$ cat src/rtl/chip8_decode_pipe.sv
`default_nettype none
// +--------------------------------------------------------------------------+
// | chip8_decode_pipe : byte-stream CHIP-8/SUPER-CHIP decoder with out FIFO  |
// | Rev 1.0                                                                  |
// +--------------------------------------------------------------------------+
module chip8_decode_pipe #(
  parameter int          FIFO_DEPTH = 4,
  parameter logic [11:0] RESET_PC   = 12'h200,
  parameter bit          SUPER_CHIP = 1'b0
) (
  input  logic        clk,
  input  logic        rst,
  input  logic [7:0]  byte_in,
  input  logic        byte_valid,
  output logic        byte_ready,
  input  logic        pc_load,
  input  logic [11:0] pc_in,
  output logic        op_valid,
  input  logic        op_ready,
  output logic [5:0]  op,
  output logic [11:0] op_pc,
  output logic [11:0] addr_out,
  output logic [3:0]  x,
  output logic [3:0]  y,
  output logic [3:0]  nib,
  output logic [7:0]  val,
  output logic        illegal
);

  localparam int              c_ADDR_W = (FIFO_DEPTH > 1) ? $clog2(FIFO_DEPTH) : 1;
  localparam logic [c_ADDR_W:0] c_DEPTH = (c_ADDR_W + 1)'(FIFO_DEPTH);

  typedef enum logic [0:0] {ST_HI = 1'b0, ST_LO = 1'b1} state_t;

  state_t              r_state;
  logic [7:0]          r_hi;
  logic [11:0]         r_pc;
  logic [c_ADDR_W-1:0] r_wptr;
  logic [c_ADDR_W-1:0] r_rptr;
  logic [c_ADDR_W:0]   r_count;
  logic [5:0]          r_op_mem  [FIFO_DEPTH];
  logic [11:0]         r_pc_mem  [FIFO_DEPTH];
  logic [15:0]         r_ins_mem [FIFO_DEPTH];

  logic [15:0] w_instr;
  logic [5:0]  w_op;
  logic        w_accept;
  logic        w_push;
  logic        w_pop;
  logic [15:0] w_head_ins;
  logic [5:0]  w_head_op;

  assign w_instr    = {r_hi, byte_in};
  assign op_valid   = (r_count != '0);
  assign byte_ready = (r_state == ST_HI) || (r_count < c_DEPTH);
  assign w_accept   = byte_valid && byte_ready && !pc_load;
  assign w_push     = w_accept && (r_state == ST_LO);
  assign w_pop      = op_valid && op_ready && !pc_load;

  always_comb begin
    w_op = 6'd0;
    case (w_instr[15:12])
      4'h0: begin
        if (w_instr[11:0] == 12'h0E0)      w_op = 6'd1;
        else if (w_instr[11:0] == 12'h0EE) w_op = 6'd2;
        else if (SUPER_CHIP) begin
          if (w_instr[11:4] == 8'h0C) w_op = 6'd36;
          else begin
            case (w_instr[11:0])
              12'h0FB: w_op = 6'd37;
              12'h0FC: w_op = 6'd38;
              12'h0FD: w_op = 6'd39;
              12'h0FE: w_op = 6'd40;
              12'h0FF: w_op = 6'd41;
              default: w_op = 6'd0;
            endcase
          end
        end
      end
      4'h1: w_op = 6'd3;
      4'h2: w_op = 6'd4;
      4'h3: w_op = 6'd5;
      4'h4: w_op = 6'd6;
      4'h5: if (w_instr[3:0] == 4'h0) w_op = 6'd7;
      4'h6: w_op = 6'd8;
      4'h7: w_op = 6'd9;
      4'h8: begin
        if (w_instr[3] == 1'b0)         w_op = 6'd10 + {3'b000, w_instr[2:0]};
        else if (w_instr[3:0] == 4'hE) w_op = 6'd18;
      end
      4'h9: if (w_instr[3:0] == 4'h0) w_op = 6'd19;
      4'hA: w_op = 6'd20;
      4'hB: w_op = 6'd21;
      4'hC: w_op = 6'd22;
      4'hD: w_op = 6'd23;
      4'hE: begin
        if (w_instr[7:0] == 8'h9E)      w_op = 6'd24;
        else if (w_instr[7:0] == 8'hA1) w_op = 6'd25;
      end
      default: begin
        case (w_instr[7:0])
          8'h07: w_op = 6'd26;
          8'h0A: w_op = 6'd27;
          8'h15: w_op = 6'd28;
          8'h18: w_op = 6'd29;
          8'h1E: w_op = 6'd30;
          8'h29: w_op = 6'd32;
          8'h33: w_op = 6'd33;
          8'h55: w_op = 6'd34;
          8'h65: w_op = 6'd35;
          8'h30: w_op = SUPER_CHIP ? 6'd42 : 6'd0;
          8'h75: w_op = SUPER_CHIP ? 6'd43 : 6'd0;
          8'h85: w_op = SUPER_CHIP ? 6'd44 : 6'd0;
          default: w_op = 6'd0;
        endcase
      end
    endcase
  end

  // Flush wins over everything: pointers collapse, pending high byte is dropped.
  always_ff @(posedge clk or negedge rst) begin
    if (!rst) begin
      r_state <= ST_HI;
      r_hi    <= 8'h00;
      r_pc    <= RESET_PC;
      r_wptr  <= '0;
      r_rptr  <= '0;
      r_count <= '0;
    end else if (pc_load) begin
      r_state <= ST_HI;
      r_pc    <= pc_in;
      r_wptr  <= '0;
      r_rptr  <= '0;
      r_count <= '0;
    end else begin
      if (w_accept) begin
        if (r_state == ST_HI) begin
          r_hi    <= byte_in;
          r_state <= ST_LO;
        end else begin
          r_state <= ST_HI;
          r_pc    <= r_pc + 12'd2;
        end
      end
      if (w_push) r_wptr <= r_wptr + 1'b1;
      if (w_pop)  r_rptr <= r_rptr + 1'b1;
      if (w_push && !w_pop)      r_count <= r_count + 1'b1;
      else if (w_pop && !w_push) r_count <= r_count - 1'b1;
    end
  end

  always_ff @(posedge clk) begin
    if (w_push) begin
      r_op_mem[r_wptr]  <= w_op;
      r_pc_mem[r_wptr]  <= r_pc;
      r_ins_mem[r_wptr] <= w_instr;
    end
  end

  // Head outputs read as zero whenever the FIFO is empty.
  assign w_head_ins = op_valid ? r_ins_mem[r_rptr] : 16'h0000;
  assign w_head_op  = op_valid ? r_op_mem[r_rptr]  : 6'd0;
  assign op         = w_head_op;
  assign op_pc      = op_valid ? r_pc_mem[r_rptr] : 12'h000;
  assign addr_out   = w_head_ins[11:0];
  assign x          = w_head_ins[11:8];
  assign y          = w_head_ins[7:4];
  assign nib        = w_head_ins[3:0];
  assign val        = w_head_ins[7:0];
  assign illegal    = op_valid && (w_head_op == 6'd0);

endmodule
`default_nettype wire

$ cat config.mk
export PLATFORM = sky130hd
export DESIGN_NAME = chip8_decode_pipe
export DESIGN_NICKNAME = d
export VERILOG_FILES = /design/src/rtl/chip8_decode_pipe.sv
export SDC_FILE = /design/constraint.sdc
export NUM_CORES = 1
export LEC_CHECK = 0
export ABC_AREA = 0
export CAP_MARGIN = 15
export CORE_ASPECT_RATIO = 0.6
export CORE_MARGIN = 2
export CORE_UTILIZATION = 24
export DETAILED_ROUTE_END_ITERATION = 10
export SETUP_SLACK_MARGIN = 0.02
export SLEW_MARGIN = 25
export SYNTH_ARGS = -nofsm -noshare
export SYNTH_HDL_FRONTEND = slang
export SYNTH_SLANG_ARGS = --single-unit
$ cat constraint.sdc
create_clock -name clk -period 4.08 [get_ports clk]
set_clock_uncertainty 0.1 [all_clocks]
set_input_delay 0.816 -clock clk [delete_from_list [all_inputs] [get_ports clk]]
set_output_delay 0.816 -clock clk [all_outputs]
set_load 0.1 [all_outputs]
==> key figures <==
Timing
  – Slew Limit Fails: 0
  – Max frequency: ~0.28 GHz
  – Crit share post-route: 0.878
  – RSZ-0062 raised after global routing: false
  – Setup ws final: 0.499 ns
  – Endpoints failing setup: 0
  – Min Tclk post-route: 3.58 ns
  – Final Hold Vio Count: 0
  – Slew HR: 0.349
  – Worst Max-Slew Pin Slew: 0.973 ns
  – Fin Setup TNS: 0 ns

Place
  – Pre-CTS setup slack: 0.740 ns
  – Placed insts: roughly 860
  – Port Buffer Count: 77
  – Detailed placement HPWL: approximately 10000 um
  – Final GP Congestion: 0.796

Detailed routing
  – Drc violations: 0
  – Vias per Instance: 4.55
  – Vias: 4037
  – Drt pass-1 iters: 5
  – Total wire length: 15700 um
  – Wire length per cell: roughly 18 um
  – DRT iter0 DRCs: 346
  – DRT antenna net count: 0

Clocking
  – Post-CTS Setup Bufs: 0
  – CTS H-tree depth: 4
  – Clk sinks: roughly 150
  – Root buf cell: clkbuf_16
  – CTS buffer count: 17
  – # hold bufs at CTS: 0
  – Clk_lat worst skew: around 0.42 ns
  – Post-cts sizing count: 0
  – Clock-pin slew on the worst setup and hold paths: 0.07 ns
  – CTS tree: yes
  – Max Root-Sink Buffers: 2

Setup path
  – Worst Path Required: 3.16 ns
  – Critical path class: flop to output pin
  – Buffers & Inverters on Critical Path: 1
  – Critical R2R Launch: r_count[2]$_DFFE_PN0P_
  – FF-to-FF path depth: 9
  – Sequence of cells on the critical path: mux4_2 -> or4_4 -> nor4_4 -> buf_12
  – Max incr delay on CP: 0.69 ns
  – Critical path launch point type: flop
  – Reg2reg end: r_count[2]$_DFFE_PN0P_
  – Top delay family on crit path: simple AND/OR/NAND/NOR gates
  – Slowest CP cell: dfrtp_2
  – Worst Setup EP: illegal
  – Flop-to-flop setup slack: 1.75 ns
  – Critical path arrival: 2.66 ns
  – Worst path depth: 4
  – Worst Setup SP: r_rptr[0]$_DFFE_PN0P_
  – Critical Path End Type: output pin
  – CP max FO: 13

Global route
  – Gr usage total: 0.109
  – First-pass GRT wire length: 23700 um
  – Global routing usage on met3: 0.0242
  – Grt met2 use: 0.147
  – Pin count of the biggest net entering global routing: 32
  – Most Used Layer, Global Route: met1
  – GR Layer Usage met1: 0.175
  – Initial antenna violation count: 1
  – Congestion Overflow GR: 0
  – Number of global-route vias before repair: 3874

Finish
  – Fillcell total: between 2000 and 3000
  – Area Overhead vs Synth: 23.5%
  – N_diodes: 0
  – Share of cells above drive strength 1: 0.276
  – Final net count: between 500 and 600
  – Non-Filler Instances: a little under 900

Synthesis
  – Unique masters post-synth: 57
  – Mean Syn Cell Area: 15.1 sq um
  – Ys async rst share: 0.189
  – Top FF cell, synth: edfxtp_1
  – Syn_nets: 478
  – Flops & latches, synth: ~150
  – Post-Syn Instances: 446
  – Area of the mapped netlist: about 0.0067 sq mm
  – Syn. warnings: 0
  – Register area share after synthesis: 0.640
  – EDFF count, synth: 120

Floorplan
  – DIE WIDTH: approximately 220 um
  – Top Ports: 78
  – DIE HEIGHT: 134 um
  – Core area: 0.0276 sq mm
  – FP Rows: 47
  – Initial Util: 0.244
  – Die area: 0.0294 sq mm

Run
  – MaxCap Viol Count: 0

Status
  – Run status: completed

Worst hold path
  – Hold crit path type: input port to async pin
## synth_stat cells (2+ instances only)
cell type	instances	area share
o22ai_1	2	0.0019
nand4_1	6	0.0056
nand2b_1	6	0.0056
nand3_1	6	0.0045
buf_2	6	0.0045
mux2_2	9	0.015
mux4_2	30	0.10
edfxtp_1	120	0.54
nor2_1	17	0.0095
and2_1	35	0.033
nor2b_1	2	0.0019
nand3b_1	3	0.0033
nor4bb_1	2	0.0030
and3_1	2	0.0019
ha_1	6	0.011
o21ai_0	17	0.013
nand4b_1	2	0.0026
nand2_1	22	0.012
nor4_1	6	0.0056
inv_1	10	0.0056
xnor2_1	14	0.018
a21oi_1	4	0.0030
nand4bb_1	2	0.0033
buf_4	22	0.025
nor4b_1	2	0.0026
dfrtp_1	27	0.10
nor3_1	9	0.0067
a31oi_1	3	0.0028
xor2_1	6	0.0078
clkbuf_1	16	0.0089
o211ai_1	4	0.0045
o311a_1	2	0.0030
or3b_2	2	0.0026
## registers in the layout (all words and copies together), names as in the netlist
signal,count
r_ins_mem,48
r_pc_mem,48
r_op_mem,24
r_pc,12
r_hi,8
r_count,3
r_rptr,2
r_wptr,2
r_state,1
## cell usage in the layout, fill, tap and decap left out, types with 10 or more instances in the layout
cell / instances
nand2_1: 22
and2_1: 35
edfxtp_1: 120
o21ai_0: 17
clkbuf_16: 17
buf_4: 63
inv_1: 10
xnor2_1: 14
dfrtp_1: 26
mux4_2: 30
nor2_1: 17
clkdlybuf4s50_1: 24
## metrics by stage
| stage | cell area (sq um) | hold slack, ns | utilization |
|---|---|---|---|
| 2_1_floorplan | 6740 | 0.372 | - |
| 3_3_place_gp | 7670 | 0.401 | 0.278 |
| 3_5_place_dp | 7670 | 0.419 | 0.278 |
| 4_1_cts | 8310 | 0.432 | 0.301 |
| 5_1_grt | 8310 | 0.268 | 0.301 |
| 6_report | 8310 | 0.248 | 0.301 |
## worst register-to-register path: stages (launching register included)
cell and delay [ns]:
dfrtp_1 0.51, nand3b_1 0.15, buf_4 0.16, nor2_1 0.08, and2_1 0.19, fa_1 0.40
nor4bb_1 0.29, a22oi_1 0.12, xor2_1 0.16, nor2_1 0.05
## area by class of cell
class	instances	area [sq um]	share of cell area
Clock inverter	15	218	0.0262
Sequential cell	148	4310	0.518
Multi-Input combinational cell	242	2120	0.256
Inverter	10	37.5	0.00452
Timing Repair Buffer	89	738	0.0889
Tap cell	367	459	0.0553
Clock buffer	17	425	0.0512
## cell families after synthesis
logic type | synth area share
fa+ha+maj | 0.0141
simple gates | 0.114
mux | 0.117
xor+xnor | 0.0260
compound gates | 0.0428
flops | 0.640
buf+inv | 0.0458
## how the worst min path moves through the flow
stage,endpoint,depth (start not counted)
final,r_pc[0]$_DFFE_PN0P_,1
after floorplan,r_pc_mem[0][0]$_DFFE_PP_,0
after CTS,r_pc_mem[0][0]$_DFFE_PP_,0
after global routing,r_pc[7]$_DFFE_PN0P_,1
after detailed placement,r_pc_mem[3][0]$_DFFE_PP_,0
after global placement,r_pc_mem[2][0]$_DFFE_PP_,0
## per-layer routing
metal  wire length [um]  part of all wire  vias to the layer above
met5                  0                 0                        -
met4                 70            0.0045                        0
met3                881             0.056                        7
met2               6550              0.42                      133
met1               8170              0.52                     2084
li1                   -                 -                     1813
Power is left out: the tool's default activity adds up to more than one toggle a clock period on the data nets, which glitch-free logic cannot reach.
